[src/rtl/sort_mon_pkg.sv]
// sort_mon_pkg: shared state encoding and sizes for the sort result monitor
package sort_mon_pkg;
    typedef enum logic [2:0] {IDLE, RUN, CHECK, PASS, FAIL, TIMEOUT} state_t;
    localparam int NUM_ELEM = 8;
    localparam int IDX_W    = 3;
    localparam int CNT_W    = 32;
endpackage

[src/rtl/sort_result_monitor_sort_pair_cmp.sv]
// sort_pair_cmp: a <= b, signed when SORT_MON_SIGNED_EN is defined, unsigned otherwise
module sort_pair_cmp #(
    parameter int W = 64
) (
    input  logic [W-1:0] a,
    input  logic [W-1:0] b,
    output logic         le
);
`ifdef SORT_MON_SIGNED_EN
    assign le = $signed(a) <= $signed(b);
`else
    assign le = a <= b;
`endif
endmodule

[src/rtl/sort_result_monitor.sv]
// sort_result_monitor: detects core halt via frozen PC, snapshots the array and checks it is ascending (SORT_MON_SIGNED_EN selects signed compare)
module sort_result_monitor
    import sort_mon_pkg::*;
#(
    parameter int DATA_W        = 64,
    parameter int STABLE_CYCLES = 8,
    parameter int MAX_CYCLES    = 100000
) (
    input  logic              clk,
    input  logic              reset,
    input  logic [DATA_W-1:0] pc_out,
    input  logic [DATA_W-1:0] element1,
    input  logic [DATA_W-1:0] element2,
    input  logic [DATA_W-1:0] element3,
    input  logic [DATA_W-1:0] element4,
    input  logic [DATA_W-1:0] element5,
    input  logic [DATA_W-1:0] element6,
    input  logic [DATA_W-1:0] element7,
    input  logic [DATA_W-1:0] element8,
    output logic              done,
    output logic              sorted_ok,
    output logic              timeout,
    output logic [IDX_W-1:0]  first_bad_idx,
    output logic [CNT_W-1:0]  cycle_count
);
    state_t            state;
    logic [DATA_W-1:0] prev_pc;
    logic [DATA_W-1:0] snap [NUM_ELEM];
    logic [IDX_W-1:0]  idx;
    logic [IDX_W-1:0]  idx_nxt;
    logic [CNT_W-1:0]  stable_cnt;
    logic [CNT_W-1:0]  stable_nxt;
    logic [CNT_W-1:0]  cnt_inc;
    logic              halt;
    logic              tout;
    logic              pair_le;

    // next-value terms shared by the RUN and CHECK transitions
    always_comb begin
        stable_nxt = (pc_out == prev_pc) ? stable_cnt + CNT_W'(1) : '0;
        cnt_inc    = (&cycle_count) ? cycle_count : cycle_count + CNT_W'(1);
        halt       = stable_nxt == CNT_W'(STABLE_CYCLES - 1);
        tout       = (cycle_count + CNT_W'(1)) == CNT_W'(MAX_CYCLES);
        idx_nxt    = idx + IDX_W'(1);
    end

    sort_pair_cmp #(.W(DATA_W)) u_cmp (
        .a  (snap[idx]),
        .b  (snap[idx_nxt]),
        .le (pair_le)
    );

    // monitor FSM: halt detection, snapshot, one pair check per cycle, sticky verdict
    always_ff @(posedge clk) begin
        if (!reset) begin
            state         <= IDLE;
            done          <= 1'b0;
            sorted_ok     <= 1'b0;
            timeout       <= 1'b0;
            first_bad_idx <= '0;
            cycle_count   <= '0;
            stable_cnt    <= '0;
            idx           <= '0;
        end else begin
            case (state)
                IDLE: begin
                    prev_pc     <= pc_out;
                    cycle_count <= '0;
                    state       <= RUN;
                end
                RUN: begin
                    cycle_count <= cnt_inc;
                    prev_pc     <= pc_out;
                    stable_cnt  <= stable_nxt;
                    if (halt) begin
                        snap  <= '{element1, element2, element3, element4,
                                   element5, element6, element7, element8};
                        idx   <= '0;
                        state <= CHECK;
                    end else if (tout) begin
                        timeout <= 1'b1;
                        done    <= 1'b1;
                        state   <= TIMEOUT;
                    end
                end
                CHECK: begin
                    if (!pair_le) begin
                        first_bad_idx <= idx;
                        done          <= 1'b1;
                        state         <= FAIL;
                    end else if (idx == IDX_W'(NUM_ELEM - 2)) begin
                        sorted_ok <= 1'b1;
                        done      <= 1'b1;
                        state     <= PASS;
                    end else begin
                        idx <= idx_nxt;
                    end
                end
                default: ;
            endcase
        end
    end
endmodule

[config.mk]
export PLATFORM = sky130hd
export DESIGN_NAME = sort_result_monitor
export DESIGN_NICKNAME = d
export VERILOG_FILES = /design/src/rtl/sort_mon_pkg.sv /design/src/rtl/sort_result_monitor_sort_pair_cmp.sv /design/src/rtl/sort_result_monitor.sv
export SDC_FILE = /design/constraint.sdc
export NUM_CORES = 1
export LEC_CHECK = 0
export CORE_MARGIN = 2
export CORE_UTILIZATION = 45
export CTS_BUF_LIST = sky130_fd_sc_hd__clkbuf_8
export DETAILED_ROUTE_END_ITERATION = 8
export PLACE_DENSITY = 0.78
export SKIP_LAST_GASP = 1
export SLEW_MARGIN = 20
export SYNTH_ARGS = -nofsm -noshare
export SYNTH_HDL_FRONTEND = slang
export SYNTH_SLANG_ARGS = --single-unit
[constraint.sdc]
create_clock -name clk -period 37.1 [get_ports clk]
set_clock_uncertainty 0.05 [all_clocks]
set_input_delay 7.42 -clock clk [delete_from_list [all_inputs] [get_ports clk]]
set_output_delay 7.42 -clock clk [all_outputs]
set_load 0.02 [all_outputs]
# After elaboration in Yosys (flattened, before gate mapping)
# Index checks and enable logic that the tools add are counted.
[word_totals]
elab_cells = 79
register_bits = 652
inputBits = 578
out_inout_bits = 38
[op_classes]
eq_ne = 14
bitwise = 4
n_mux = 23
addsub = 3
n_reduce_logical = 15
n_lt_le_gt_ge = 3
[ops]
columns = ["operator", "count"]
rows = [
  ["binary-select mux 64 bit (select 3 bit)", 2],
  ["2-to-1 mux 64 bit", 4],
  ["adder 32 x 1 -> 32 bit, second input constant", 2],
  ["== test 64 bit", 1],
  ["less-or-equal comparator 64 bit", 1],
  ["2-to-1 mux 32 bit", 2],
  ["case mux 32 bit (2 select lines)", 1],
  ["== test 32 x 17 -> 1 bit, second input constant", 1],
  ["== test 32 x 3 -> 1 bit, second input constant", 1],
  ["AND reduction 32 bit", 1],
  ["2-to-1 mux 3 bit", 7],
  ["!= test 2 bit, second input constant", 6],
  ["AND reduction 3 bit", 4],
  ["case mux 3 bit (3 select lines)", 1],
  ["greater-or-equal comparator 4 bit, second input constant", 2],
  ["NOT 3 -> 4 bit", 2],
  ["AND reduction 4 bit", 2],
  ["!= test 3 bit, second input constant", 2],
  ["case mux 3 bit (2 select lines)", 1],
  ["AND reduction 2 bit", 3],
  ["2-to-1 mux 1 bit", 4],
  ["nonzero test 2 bit", 2],
  ["adder 3 x 1 -> 3 bit, second input constant", 1],
  ["== test 3 x 1 -> 1 bit, second input constant", 1],
  ["other kinds (7)", 8],
]

# Depth between registers and ports, before layout
# Gate-level depths: netlist of the first run.
[depth]
word_depth = 8
depth_mapped = 19
mapped_depth_nobuf = 14

# By module
# Synthesis of the first run repeated with hierarchy kept, for this count alone.
[hier_totals]
hier_cells = 2073
area_unflattened_um2 = 32230.9
[by_module_without_submodules]
columns = ["mod", "seq_area_each_um2", "n_inst", "area_each_um2", "cells_each"]
rows = [
  ["sort_result_monitor", 18818.0, 1, 30571.8, 1842],
  ["sort_pair_cmp", 0.0, 1, 1659.1, 231],
]

# Worst setup path before layout of the first run
# OpenSTA, ideal clock, no wires.
[synth_path]
path_kind = "in2reg"
from = "input port pc_out[63]"
to = "register snap[0] (netlist bit) (enable)"
path_buffers = 0
path_slack_ns = 5.300
required_time_ns = 35.648
setup_time_ns = 1.402
arrival_ns = 30.347
path_stages = 8
cell_sequence = "xnor2_1 -> nand4_1 -> nor4_1 -> nand4_2 -> or3_4 -> nor4b_4 -> o2111ai_2 -> nor2_1"
[synth_between]
elab_chain_cells = 4
[synth_rtl]
columns = ["element", "line", "source"]
rows = [
  ["from (decl)", "sort_result_monitor.sv:11", "input logic [DATA_W-1:0] pc_out,"],
  ["== test 64 bit", "sort_result_monitor.sv:40", "stable_nxt = (pc_out == prev_pc) ? stable_cnt + CNT_W'(1) : '0;"],
  ["2-to-1 mux 32 bit", "sort_result_monitor.sv:40", ""],
  ["== test 32 x 3 -> 1 bit", "sort_result_monitor.sv:42", "halt = stable_nxt == CNT_W'(STABLE_CYCLES - 1);"],
  ["AND reduction 3 bit (no line)", "--", ""],
  ["to (signal assigned)", "sort_result_monitor.sv:76", "snap <= '{element1, element2, element3, element4,"],
  ["to (decl)", "sort_result_monitor.sv:28", "logic [DATA_W-1:0] snap [NUM_ELEM];"],
]
# Every way passes these cells.
# A chain may end at the register's enable or synchronous reset.

# Worst setup path after layout of the first run
[layout_path]
from = "input port pc_out[7]"
to = "register snap[468] (netlist bit) (enable)"
# The elaborated chain is that of the path after synthesis.

==> impl_metrics.json, run 1 <==
{
  "status": "finished clean",
  "fill_cells": 5300,
  "clockRootBuffer": "clkbuf_8",
  "period_minus_slack_ns": 13.68,
  "tritoncts": "built",
  "hold_path_startpoint": "first_bad_idx[2]",
  "dp_hpwl_um": 66800,
  "grt_pass1_wl_um": 136000,
  "cts-hold-fix-buffers": 0,
  "cts_buffers": 110,
  "synth_area_leaders": "edfxtp_1, mux4_2, dfxtp_1",
  "synth_cell_types": 73,
  "powerDensity_nw_per_um2": 37.8,
  "drt_pass1_iterations": 6,
  "setup_tns_ns": 0,
  "ys_ff_latch": 652,
  "worstPathArrival_ns": 13.97,
  "min_path_type": "reg -> reg",
  "die_y_um": 270,
  "fp.dieArea_um2": 73000,
  "hold_viol": 0,
  "r2r_start": "stable_cnt[0]",
  "ioPinCount": 616,
  "synth-main-ff-cell": "edfxtp_1",
  "synth.avg_cell_area_um2": 16.2,
  "grt_usage": 0.247,
  "maxCapViolCount": 0,
  "vias": 21512,
  "worst_pin_slew_ns": 1.10,
  "ff_latch_area_um2": 18800,
  "synth_area_um2": 31900,
  "io_buffer_count": 615,
  "worstSetupEndpointType": "flip-flop",
  "drtIter0Drc": 2066,
  "first_global_vias": 22293,
  "path_clk_slew_ns": 0.06,
  "setup_viol": 0,
  "synth_top_area_share": 0.542,
  "grt_overflow": 0,
  "clock_latency_ns": 0.74,
  "period_share": 0.369,
  "coreArea_um2": 70100,
  "synth_nets": 2615,
  "clock-sinks": 652,
  "ff2ff_setup_slack_ns": 29.79,
  "place_congestion": 0.898,
  "rsz0062_at_grt": "false",
  "row_count": 97,
  "ys_seq_area_frac": 0.590,
  "synthTopCellsByCount": "edfxtp_1, mux4_2, a21oi_1",
  "post_cts_buffers": 0,
  "timing.final.ws_setup_ns": 23.42,
  "die_x_um": 270,
  "initial_core_util": 0.455,
  "startpoint": "pc_out[7]",
  "maxSlewHeadroom": 0.266,
  "crit_fanout": 97,
  "via_per_inst": 5.90,
  "drc": 0,
  "multi_input_area_um2": 12600,
  "totalWireLength_um": 91200,
  "yosysTopAreaCell": "edfxtp_1",
  "ir_drop_mv": 0.0365,
  "ant_nets": 0,
  "start_kind": "primary input",
  "critPathKind": "in -> reg",
  "synth-edff-count": 576,
  "synthArstFlopShare": 0,
  "syn_to_final_growth_pct": 29.5,
  "clock_tree.buffer_depth": 3,
  "synthCells": 1969,
  "finalNetCount": 3245,
  "ctsResizeCount": 0,
  "cts_htree_levels": 3,
  "grt_max_degree": 114,
  "wl_per_cell_um": 25.0,
  "max_freq_mhz": 73.1,
  "antenna_found_initial": 16,
  "yosysWarnings": 0,
  "report.final.slew_viol_count": 0,
  "final_area_um2": 41300,
  "cp.required_ns": 37.39,
  "drive_above_1_share": 0.193,
  "placed_area_um2": 39000,
  "pre_cts_ws_ns": 22.17,
  "p_leak_nw": 13.3,
  "synth_most_common_cell": "edfxtp_1"
}
per-stage QoR:
stage               total power [mW]  hold slack (ns)  cells   util
floorplan                      0.845            0.428   1969      -
global placement               0.917            0.408   3427  0.556
detailed placement             0.919            0.405   3427  0.556
CTS                             1.58            0.415   3633  0.588
global route                    1.61            0.429   3647  0.589
finish                          1.56            0.414   3648  0.589
cells by family (layout without fill, tap and decap cells):
logic type                 count (synthesis)  count (layout)  share of synthesized area
adders and majority gates                 68              68                     0.0267
and+or+nand+nor                          379             379                     0.0691
DFF                                      652             652                      0.590
xor gates and xnor gates                  85              85                     0.0233
other                                      0              15                          0
buffers and inverters                    128             852                     0.0159
muxes                                    392             392                      0.226
AOI/OAI and AO/OA                        265             265                     0.0492
worst max-delay path, stage by stage:
cell and delay (ns):
clkdlybuf4s50_1 0.51, xnor2_1 0.13, nand4_1 0.14, nor4_1 0.51, nand4_2 0.20, buf_4 0.32
or3_4 0.42, nor4b_4 0.31, o2111ai_2 0.26, nor2_4 0.24, buf_6 0.65, buf_4 0.86
buf_4 0.97, buf_6 0.71
layout make-up:
type                            instances  share of cell area
Timing Repair Buffer                  638               0.154
Multi-Input combinational cell       1189               0.306
Antenna cell                           15            0.000909
Clock inverter                         94              0.0173
Inverter                                8            0.000727
Tap cell                              940              0.0285
Sequential cell                       652               0.456
Clock buffer                          112              0.0373
worst paths after layout:
check	to	cells past startpoint
worst max-delay path	snap[468]	14
worst min-delay path	first_bad_idx[2]	2
worst max register to register	snap[468]	12
worst min register to register	first_bad_idx[2]	2
state kept, by name, summed over array words and instances, names as in the netlist:
name / cells
first_bad_idx: 3
idx: 3
prev_pc: 64
timeout: 1
state: 3
stable_cnt: 32
snap: 512
cycle_count: 32
done: 1
sorted_ok: 1
cell usage in the layout (no fill, tap or decap), types with 5 or more instances in the layout:
master	instances
ha_1	67
o21ai_0	69
edfxtp_1	576
mux4_2	256
clkinv_1	34
a21o_1	23
bufinv_16	10
and4_1	10
buf_4	20
nor3_1	18
dfxtp_1	73
xor2_1	10
and2_1	14
clkinv_2	16
or3_1	21
mux2i_1	72
xnor2_1	74
o31a_1	5
or4_1	10
diode_2	15
nor2b_1	6
clkdlybuf4s50_1	615
nor2_1	78
o2111ai_1	5
nand4_1	52
nor4b_1	5
mux2_2	64
nor4_1	12
clkbuf_8	112
a31oi_1	9
nand2_1	56
nand3_1	30
nand2b_1	5
and3_1	18
a21oi_1	110
nand3b_1	9
nand4b_1	9
inv_1	33
layer usage:
metal / share of wire / vias up / global-route usage
li1: - / 9417 / -
met4: 0.028 / 4 / 0.0906
met5: 0.00033 / - / 0
met1: 0.37 / 10861 / 0.297
met2: 0.53 / 1077 / 0.440
met3: 0.071 / 153 / 0.0470
power breakdown:
| part | switching [mW] | internal (mW) | total [mW] |
|---|---|---|---|
| Combinational | 0.0323 | 0.0631 | 0.0953 |
| Sequential | 0.00350 | 0.805 | 0.809 |
| Clock | 0.303 | 0.355 | 0.658 |
| Total | 0.339 | 1.22 | 1.56 |
Note: power is estimated with default switching activity, not from simulation.
==> inputs of run 2 (changes only) <==
--- a/config.mk
+++ b/config.mk
@@ -9,7 +9,7 @@
 export CORE_UTILIZATION = 45
 export CTS_BUF_LIST = sky130_fd_sc_hd__clkbuf_8
 export DETAILED_ROUTE_END_ITERATION = 8
-export PLACE_DENSITY = 0.78
+export PLACE_DENSITY = 0.81
 export SKIP_LAST_GASP = 1
 export SLEW_MARGIN = 20
 export SYNTH_ARGS = -nofsm -noshare
==> constraint.sdc (replaced) <==
create_clock -name clk -period 11.41 [get_ports clk]
set_clock_uncertainty 0.05 [all_clocks]
set_input_delay 2.282 -clock clk [delete_from_list [all_inputs] [get_ports clk]]
set_output_delay 2.282 -clock clk [all_outputs]
set_load 0.02 [all_outputs]
==> run 2 against run 1 <==
  * Worst setup slack worse by 18 ns
  * Core utilization down 0.053 points
  * Die area unchanged
  * Sequential share of layout area about the same
  * Wire length down 0.41%
  * First-iteration DRC count up 5.4%
  * Register-to-register slack worse by 25 ns
  * Global-route usage down 0.23 points
==> impl_metrics.json, run 2 (same netlist as run 1, synthesis figures left out) <==
{
  "cts_htree_levels": 3,
  "wl_per_cell_um": 24.9,
  "clock_latency_ns": 0.73,
  "grt_max_degree": 177,
  "drtIter0Drc": 2178,
  "critPathKind": "reg -> reg",
  "clock-sinks": 652,
  "syn_to_final_growth_pct": 29.3,
  "powerDensity_nw_per_um2": 120,
  "drc": 0,
  "maxCapViolCount": 0,
  "cts_buffers": 107,
  "via_per_inst": 5.92,
  "layout_common_cells": "clkdlybuf4s50_1, edfxtp_1, mux4_2",
  "report.final.slew_viol_count": 0,
  "worst_pin_slew_ns": 1.30,
  "ctsResizeCount": 0,
  "antenna_found_initial": 28,
  "maxSlewHeadroom": 0.136,
  "grt_overflow": 0,
  "first_global_vias": 22344,
  "grt_usage": 0.244,
  "timing.final.ws_setup_ns": 4.94,
  "period_minus_slack_ns": 6.47,
  "placed_area_um2": 39100,
  "row_count": 97,
  "vias": 21624,
  "fill_cells": 5273,
  "setup_tns_ns": 0,
  "largest_register": "snap",
  "setup_viol": 0,
  "place_congestion": 0.914,
  "ioPinCount": 616,
  "power_mw": 4.95,
  "worstPathArrival_ns": 6.94,
  "final_area_um2": 41300,
  "grt_pass1_wl_um": 135000,
  "ir_drop_mv": 0.103,
  "ant_nets": 0,
  "worstSetupEndpointType": "flip-flop",
  "post_cts_buffers": 0,
  "die_y_um": 270,
  "fp.dieArea_um2": 73000,
  "rsz0062_at_grt": "false",
  "clockRootBuffer": "clkbuf_8",
  "tritoncts": "built",
  "reg_top3": "snap x512, prev_pc x64",
  "drive_above_1_share": 0.198,
  "start_kind": "flip-flop",
  "cp.required_ns": 11.88,
  "die_x_um": 270,
  "totalWireLength_um": 90800,
  "cts-hold-fix-buffers": 0,
  "clock_tree.buffer_depth": 3,
  "max_freq_mhz": 155,
  "min_path_type": "reg -> reg",
  "status": "finished clean",
  "initial_core_util": 0.455,
  "hold_viol": 0,
  "largest_reg_flops": 512,
  "pre_cts_ws_ns": 4.30,
  "finalHoldWorstSlack_ns": 0.409,
  "coreArea_um2": 70100,
  "final_common_cell": "clkdlybuf4s50_1",
  "drt_pass1_iterations": 6,
  "crit_fanout": 118,
  "dp_hpwl_um": 65800,
  "path_clk_slew_ns": 0.06,
  "finalNetCount": 3241,
  "io_buffer_count": 615,
  "p_leak_nw": 13.3,
  "period_share": 0.567
}
[run 2: final cells by class]
class / instances / area, um^2 / area share
Antenna cell: 26 / 65.1 / 0.00158
Clock inverter: 91 / 587 / 0.0142
Multi-Input combinational cell: 1189 / 12700 / 0.308
Tap cell: 940 / 1180 / 0.0285
Timing Repair Buffer: 637 / 6360 / 0.154
Sequential cell: 652 / 18800 / 0.456
Clock buffer: 108 / 1490 / 0.0360
Inverter: 8 / 30.0 / 0.000728
[run 2: final timing paths]
| path | to | from | cells past startpoint | slack, ns |
|---|---|---|---|---|
| hold reg to reg | first_bad_idx[2] | first_bad_idx[2] | 2 | 0.41 |
| hold / removal | first_bad_idx[2] | first_bad_idx[2] | 2 | 0.41 |
| setup reg to reg | idx[1] | idx[0] | 14 | 4.94 |
| setup / recovery | idx[1] | idx[0] | 14 | 4.94 |
[run 2: layer usage]
metal  track usage  wire length (um)  vias up
met3        0.0473              6650      178
met5             0                57        -
met2         0.437             48500     1125
met1         0.289             32600    10893
met4         0.100              3040        8
li1              -                 -     9420
[run 2: where the power goes]
| group | switching, mW | total [mW] | internal (mW) |
|---|---|---|---|
| Combinational | 0.102 | 0.310 | 0.208 |
| Clock | 0.978 | 2.01 | 1.03 |
| Sequential | 0.0118 | 2.63 | 2.62 |
| Total | 1.09 | 4.95 | 3.86 |
[run 2: metrics by stage]
step | cells | utilization
finish | 3651 | 0.588
global placement | 3426 | 0.558
CTS | 3625 | 0.587
global route | 3651 | 0.588
floorplan | 1969 | -
detailed placement | 3426 | 0.558
[run 2: worst max-delay path, cell delays in order (launching register included)]
cell	delay, ns
dfxtp_4	0.88
buf_4	0.84
buf_12	0.73
mux4_2	0.60
mux2_2	0.28
ha_1	0.33
nand4_1	0.19
or2_1	0.32
nor3_1	0.41
nand4_1	0.26
or4_1	0.56
o31ai_1	0.20
o21ai_0	0.28
a21oi_1	0.17
o32ai_1	0.11
